$ cat src/rtl/muldiv_unit.sv
// Multiply/divide unit with HI/LO result registers.
// Multi-cycle MUL and restoring DIV, with cancel and divide-by-zero handling.
module muldiv_unit #(
    parameter int WIDTH   = 32,
    parameter int MUL_LAT = 2
) (
    input  logic             CLK,
    input  logic             RST,
    input  logic             start,
    input  logic [2:0]       op,
    input  logic [WIDTH-1:0] rs,
    input  logic [WIDTH-1:0] rt,
    input  logic             cancel,
    output logic             busy,
    output logic             done,
    output logic             dz,
    output logic [WIDTH-1:0] hi,
    output logic [WIDTH-1:0] lo
);

    localparam int CW = $clog2(WIDTH + 1);

    localparam logic [2:0] OP_MULT  = 3'd0;
    localparam logic [2:0] OP_MULTU = 3'd1;
    localparam logic [2:0] OP_DIV   = 3'd2;
    localparam logic [2:0] OP_DIVU  = 3'd3;
    localparam logic [2:0] OP_MTHI  = 3'd4;
    localparam logic [2:0] OP_MTLO  = 3'd5;

    typedef enum logic [1:0] {S_IDLE, S_MUL, S_DIV, S_FIX} state_t;

    state_t           state_q, state_d;
    logic [CW-1:0]    cnt_q, cnt_d;
    logic [WIDTH-1:0] a_q, a_d;
    logic [WIDTH-1:0] b_q, b_d;
    logic [WIDTH-1:0] rem_q, rem_d;
    logic             sgn_q, sgn_d;
    logic             qneg_q, qneg_d;
    logic             rneg_q, rneg_d;
    logic             dzf_q, dzf_d;
    logic [WIDTH-1:0] hi_q, hi_d;
    logic [WIDTH-1:0] lo_q, lo_d;
    logic             done_q, done_d;
    logic             dz_q, dz_d;

    logic               accept;
    logic               div_sgn;
    logic [2*WIDTH-1:0] a_ext, b_ext, prod;
    logic [WIDTH:0]     shl, diff;
    logic               geq;
    logic [WIDTH-1:0]   q_fix, r_fix;

    always_comb begin
        accept  = start && !cancel && (state_q == S_IDLE);
        div_sgn = (op == OP_DIV);
        a_ext = sgn_q ? {{WIDTH{a_q[WIDTH-1]}}, a_q}
                      : {{WIDTH{1'b0}}, a_q};
        b_ext = sgn_q ? {{WIDTH{b_q[WIDTH-1]}}, b_q}
                      : {{WIDTH{1'b0}}, b_q};
        prod  = a_ext * b_ext;
        // a_q doubles as the shift register that collects quotient bits
        shl   = {rem_q, a_q[WIDTH-1]};
        diff  = shl - {1'b0, b_q};
        geq   = !diff[WIDTH];
        q_fix = qneg_q ? -a_q : a_q;
        r_fix = rneg_q ? -rem_q : rem_q;
    end

    always_comb begin
        state_d = state_q;
        cnt_d   = cnt_q;
        a_d     = a_q;
        b_d     = b_q;
        rem_d   = rem_q;
        sgn_d   = sgn_q;
        qneg_d  = qneg_q;
        rneg_d  = rneg_q;
        dzf_d   = dzf_q;
        hi_d    = hi_q;
        lo_d    = lo_q;
        done_d  = 1'b0;
        dz_d    = 1'b0;
        unique case (state_q)
            S_IDLE: begin
                if (accept) begin
                    unique case (op)
                        OP_MULT, OP_MULTU: begin
                            state_d = S_MUL;
                            cnt_d   = CW'(MUL_LAT - 1);
                            a_d     = rs;
                            b_d     = rt;
                            sgn_d   = (op == OP_MULT);
                        end
                        OP_DIV, OP_DIVU: begin
                            rem_d = '0;
                            if (rt == '0) begin
                                state_d = S_FIX;
                                dzf_d   = 1'b1;
                                a_d     = rs;
                                b_d     = '0;
                                qneg_d  = 1'b0;
                                rneg_d  = 1'b0;
                            end else begin
                                state_d = S_DIV;
                                cnt_d   = CW'(WIDTH);
                                dzf_d   = 1'b0;
                                a_d     = (div_sgn && rs[WIDTH-1]) ? -rs : rs;
                                b_d     = (div_sgn && rt[WIDTH-1]) ? -rt : rt;
                                qneg_d  = div_sgn && (rs[WIDTH-1] ^ rt[WIDTH-1]);
                                rneg_d  = div_sgn && rs[WIDTH-1];
                            end
                        end
                        OP_MTHI: hi_d = rs;
                        OP_MTLO: lo_d = rs;
                        default: ;
                    endcase
                end
            end
            S_MUL: begin
                if (cancel) begin
                    state_d = S_IDLE;
                end else if (cnt_q == '0) begin
                    state_d      = S_IDLE;
                    {hi_d, lo_d} = prod;
                    done_d       = 1'b1;
                end else begin
                    cnt_d = cnt_q - CW'(1);
                end
            end
            S_DIV: begin
                if (cancel) begin
                    state_d = S_IDLE;
                end else begin
                    rem_d = geq ? diff[WIDTH-1:0] : shl[WIDTH-1:0];
                    a_d   = {a_q[WIDTH-2:0], geq};
                    cnt_d = cnt_q - CW'(1);
                    if (cnt_q == CW'(1)) state_d = S_FIX;
                end
            end
            S_FIX: begin
                state_d = S_IDLE;
                if (!cancel) begin
                    done_d = 1'b1;
                    if (dzf_q) begin
                        lo_d = '1;
                        hi_d = a_q;
                        dz_d = 1'b1;
                    end else begin
                        lo_d = q_fix;
                        hi_d = r_fix;
                    end
                end
            end
            default: state_d = S_IDLE;
        endcase
    end

    always_ff @(posedge CLK or negedge RST) begin
        if (!RST) begin
            state_q <= S_IDLE;
            cnt_q   <= '0;
            a_q     <= '0;
            b_q     <= '0;
            rem_q   <= '0;
            sgn_q   <= 1'b0;
            qneg_q  <= 1'b0;
            rneg_q  <= 1'b0;
            dzf_q   <= 1'b0;
            hi_q    <= '0;
            lo_q    <= '0;
            done_q  <= 1'b0;
            dz_q    <= 1'b0;
        end else begin
            state_q <= state_d;
            cnt_q   <= cnt_d;
            a_q     <= a_d;
            b_q     <= b_d;
            rem_q   <= rem_d;
            sgn_q   <= sgn_d;
            qneg_q  <= qneg_d;
            rneg_q  <= rneg_d;
            dzf_q   <= dzf_d;
            hi_q    <= hi_d;
            lo_q    <= lo_d;
            done_q  <= done_d;
            dz_q    <= dz_d;
        end
    end

    assign busy = (state_q != S_IDLE);
    assign done = done_q;
    assign dz   = dz_q;
    assign hi   = hi_q;
    assign lo   = lo_q;

endmodule

$ cat config.mk
export PLATFORM = sky130hd
export DESIGN_NAME = muldiv_unit
export DESIGN_NICKNAME = d
export VERILOG_FILES = /design/src/rtl/muldiv_unit.sv
export SDC_FILE = /design/constraint.sdc
export NUM_CORES = 2
export LEC_CHECK = 0
export BUFFER_PORTS_ARGS = -buffer_cell sky130_fd_sc_hd__buf_2
export CAP_MARGIN = 20
export CELL_PAD_IN_SITES_DETAIL_PLACEMENT = 0
export CELL_PAD_IN_SITES_GLOBAL_PLACEMENT = 1
export CORE_ASPECT_RATIO = 0.75
export CORE_UTILIZATION = 52
export CTS_CLUSTER_DIAMETER = 30
export CTS_CLUSTER_SIZE = 8
export DETAILED_ROUTE_END_ITERATION = 10
export PLACE_DENSITY = 0.8
export SLEW_MARGIN = 0
export SYNTH_ARGS = -nofsm -noshare
export SYNTH_HDL_FRONTEND = slang
export SYNTH_SLANG_ARGS = --single-unit
$ cat constraint.sdc
create_clock -name CLK -period 10.3 [get_ports CLK]
set_input_delay 1.545 -clock CLK [delete_from_list [all_inputs] [get_ports CLK]]
set_output_delay 1.545 -clock CLK [all_outputs]
set_load 0.005 [all_outputs]
-- Word-level counts from Yosys, hierarchy flattened
Index checks and enable logic that the tools add are counted.
- order comparisons: 0
- reductions and logical operators: 27
- multipliers: 1
- multiplexer cells: 57
- shift-type cells: 0
- divide/modulo/power cells: 0
- $add $sub $neg: 6
- bitwise gates (word level): 1
- equality and inequality tests: 22
- operators by type and width (cell ; count):
    two-way mux 32 bit ; 24
    case mux 32 bit (2 select lines) ; 4
    case mux 32 bit (3 select lines) ; 2
    two-way mux 64 bit ; 2
    negator 32 bit ; 4
    multiplier 64 x 64 -> 64 bit ; 1
    subtractor 33 x 32 -> 33 bit ; 1
    logical NOT 32 bit ; 1
    two-way mux 6 bit ; 5
    case mux 6 bit (3 select lines) ; 1
    inequality test 2 bit, second input constant ; 6
    case mux 6 bit (2 select lines) ; 1
    AND reduction 4 bit ; 3
    AND reduction 6 bit ; 2
    two-way mux 1 bit ; 10
    two-way mux 2 bit ; 5
    inequality test 3 bit, second input constant ; 3
    AND reduction 3 bit ; 3
    case mux 2 bit (4 select lines) ; 1
    AND reduction 7 bit ; 1
    == test 3 x 2 -> 1 bit, second input constant ; 2
    == test 3 bit, second input constant ; 2
    == test 6 x 1 -> 1 bit, second input constant ; 1
    logical NOT 6 bit ; 1
    16 further kinds ; 28
- register bits after elaboration: 174
- bits of input ports: 71
- memories kept: 0
- logic and storage cells: 127
- memory bits (writable): 0
- output and inout bits: 67
- bits in latches: 0
- ROM bits: 0

-- Longest topological paths before layout
- word-level depth: 7
- mapped depth: 35
- gate-level depth less buffers: 33

-- Worst setup path after synthesis
OpenSTA, ideal clock, no wires.
- path kind: reg-to-reg
- from: register a_q[31]
- to: register hi_q[29], in the netlist hi[29]
- stages on the path, launching flop included: 34
- data arrival time: 9.163 ns
- setup slack: 1.051 ns
- required time: 10.213 ns
- cells stage by stage: dfrtp_1 and2_1 clkbuf_1 clkbuf_1 nand2_1 inv_1 fa_1 inv_1 fa_1 inv_1 fa_1 inv_1 fa_1 inv_1 fa_1 fa_1 fa_1 fa_1 fa_1 inv_1 fa_1 inv_1 ha_1 clkbuf_1 a21oi_1 o21bai_1 a21o_1 a21o_1 a21o_1 a21o_1 a21oi_1 nand4_1 mux2_2 o211ai_1
- cells in the longest elaborated chain, start to end: 5
- ends and longest elaborated chain (element ; RTL line ; source):
    start, declared ; 34 ; logic [WIDTH-1:0] a_q, a_d;
    start signal, assigned ; 162 ; a_q <= '0;
    start signal, assigned ; 176 ; a_q <= a_d;
    two-way mux 64 bit ; 56 ; a_ext = sgn_q ? {{WIDTH{a_q[WIDTH-1]}}, a_q}
    multiplier 64 x 64 -> 64 bit ; 60 ; prod = a_ext * b_ext;
    two-way mux 32 bit ; 122 ; end else if (cnt_q == '0) begin
    two-way mux 32 bit ; 120 ; if (cancel) begin
    case mux 32 bit (3 select lines) ; 83 ; unique case (state_q)
    end signal, assigned ; 183 ; hi_q <= hi_d;
    end, declared ; 41 ; logic [WIDTH-1:0] hi_q, hi_d;
Every way passes these cells. The select of a mux whose other input is x is not followed.
A chain may end at the register's enable or synchronous reset.

-- Worst setup path after layout
- from: register a_q[16]
- to: register hi_q[26], in the netlist hi[26]
Same word-level chain as after synthesis.

==> reports/metrics.cfg <==
[floorplanning]
io_pins=138
die_w_um=396
coreArea_um2=114000
initial_core_util_pct=52.8
design.die.area_um2=118000
fp.dieH_um=297
rows=107

[timing]
setup_viol=0
period_share_pct=97.7
final_hold_viol_count=0
final.setup.tns_ps=0
clock_skew_ps=21.2
worstMarginPinSlew_ps=1240
hold_slack_ps=491
relSlewSlack_pct=17.5
rsz0062_at_grt=no
fmax_mhz=99.4
drv_slew=0
fin_crit_ps=10070

[outcome]
outcome=complete, no violations

[setup_path]
slowest_stage=dfrtp_1
rr_startpoint=a_q[16]$_DFFE_PN0P_
worst-path-buf-inv=7
cp_top_family=adder cells
r2r-end=hi[26]$_DFFE_PN0P_
worstSetupStartpointType=register
critical_path.max_fanout=16
r2r_slack_ps=230
reg2reg_depth=29
critPathMostFrequentCell=fa_1
cp-end-kind=register
cp_slowest_stage_delay_ps=1160
critical_path_arrival_ps=10460
cp.required_ps=10690
crit_type=register to register

[logic_synthesis]
synth_fp_nets=8592
synth_seq_cells=174
async_flop_share_pct=100
synthMuxAreaShare_pct=0.418
synth_edf_count=0
netlist_area_um2=60500
yosys_warnings=0
ys_types=77
synthTopCellsByArea=fa_1, inv_1, ha_1, dfrtp_1, and2_1
synth-compound-area-share_pct=8.09
synth_simple_gate_area_share_pct=14.2
synth.top_cell.area_share_pct=47.0
synth_top_family_by_area=adder cells
ys_seq_area_share_pct=7.20
synth_cells=6750
yosys_most_used_dff=dfrtp_1
synth.largest_area_cell=fa_1
syn_area_per_cell_um2=8.96
synth_fa_ha_area_share_pct=54.3
synthXorXnorAreaFrac_pct=3.64

[worst_hold_path]
hold_path_end=hi[14]$_DFFE_PN0P_
hp-class=register to register
min_path_cells=1
min_from=hi[14]$_DFFE_PN0P_

[layout]
nFillCells=10500
drive_gt1_share_pct=5.89
fin_nets=8584
area_growth_pct=5.94

[detailed_routing]
ant_nets=0
dr.first_iter.drc_count=4888
first_pass_iters=6
drc=0
wl_um=205000
vias=46900
wire_per_inst_um=24.8
via_per_inst=5.66

[clocking]
cts_buffer_depth=2
cts_hold_buf=0
clk_latency_ps=510
clkSinkCount=174
clk_pin_slew_ps=90
root_buffer=clkbuf_16
cts-buffers-inserted=17
htree_levels=4
cts_setup_buffers=0
cts_tree=yes
cts_resized=0

[global_routing]
grtUsageTotal_pct=36.3
grt.overflow.total=0
antenna_found_initial=6
grt_max_degree=70
grt_pass1_vias=48800
grt_pass1_wl_um=315000

[placed_design]
port_buffers=137
dp_hpwl_um=176000
place.gp.congestion=0.997

[run]
max_cap_viol_count=0

## state kept, by name, summed over array words and instances (netlist names), 2 cells and up
register	cells
cnt_q	6
a_q	32
rem_q	32
lo	32
hi	32
b_q	32
state_q	2
## per-stage QoR
step	area [µm²]	util, %	cells	setup WS [ps]
finish	64100	56.0	8282	235
global route	64100	56.0	8281	0.667
CTS	63900	55.9	8275	444
detailed placement	63300	55.3	8243	467
global placement	63200	55.2	8239	481
floorplan	60500	-	6750	1050
## logic make-up (layout without fill, tap and decap cells)
| group | Yosys count | after routing |
|---|---|---|
| other cells | 0 | 1 |
| compound gates | 785 | 785 |
| buf+inv | 1959 | 1964 |
| xor+xnor | 251 | 251 |
| simple gates | 1784 | 1784 |
| fa+ha+maj | 1772 | 1772 |
| flops | 174 | 174 |
| mux | 25 | 25 |
## cell usage in the layout (no fill, tap or decap), types with 170 or more instances in the layout
master / instances
buf_4: 178
inv_1: 1601
a21oi_1: 198
fa_1: 1420
nand2_1: 787
and2_1: 511
nor2_1: 236
dfrtp_1: 170
ha_1: 348
o21ai_0: 248
## metal layers
layer  routed length [µm]  global-route usage (%)  up-vias
met5                   13                       0        -
met4                 5770                    9.45        2
met3                25700                    12.1      276
met2                85400                    50.7     2157
met1                88600                    53.7    24300
li1                     -                       -    20100
## Yosys cell counts (all sizes together), types with 34 or more instances
cell type,number
a21o,62
a21oi,201
and2,512
buf,38
clkbuf,319
dfrtp,174
fa,1420
ha,351
inv,1601
nand2,788
nand3,52
nor2,238
nor3,34
o21ai,253
o31ai,39
xnor2,157
xor2,94
## worst max-delay path by stage
stage / start / depth (start not counted) / end / slack [ps]
5_1_grt: b_q[4]$_DFFE_PN0P_ / 25 / hi[31]$_DFFE_PN0P_ / 0.7
6_report: a_q[16]$_DFFE_PN0P_ / 29 / hi[26]$_DFFE_PN0P_ / 230
2_1_floorplan: a_q[31]$_DFFE_PN0P_ / 33 / hi[29]$_DFFE_PN0P_ / 1050
4_1_cts: a_q[16]$_DFFE_PN0P_ / 29 / hi[26]$_DFFE_PN0P_ / 440
3_5_place_dp: a_q[16]$_DFFE_PN0P_ / 29 / hi[26]$_DFFE_PN0P_ / 470
3_3_place_gp: a_q[16]$_DFFE_PN0P_ / 28 / hi[13]$_DFFE_PN0P_ / 480
## area by class of cell
| cell class | instances | area, µm² | share of cell area, % |
|---|---|---|---|
| multi-input cells | 4617 | 48800 | 76.2 |
| inverters | 1602 | 6010 | 9.39 |
| flip-flops and latches | 174 | 4360 | 6.81 |
| repair buffers | 330 | 2350 | 3.66 |
| well taps | 1526 | 1910 | 2.98 |
| clock buffers | 18 | 429 | 0.670 |
| clock inverters | 14 | 204 | 0.318 |
| diodes | 1 | 2.50 | 0.00391 |
Power is not shown: default switching activity piles up to over one toggle a cycle in this logic, so the estimate is an artifact.
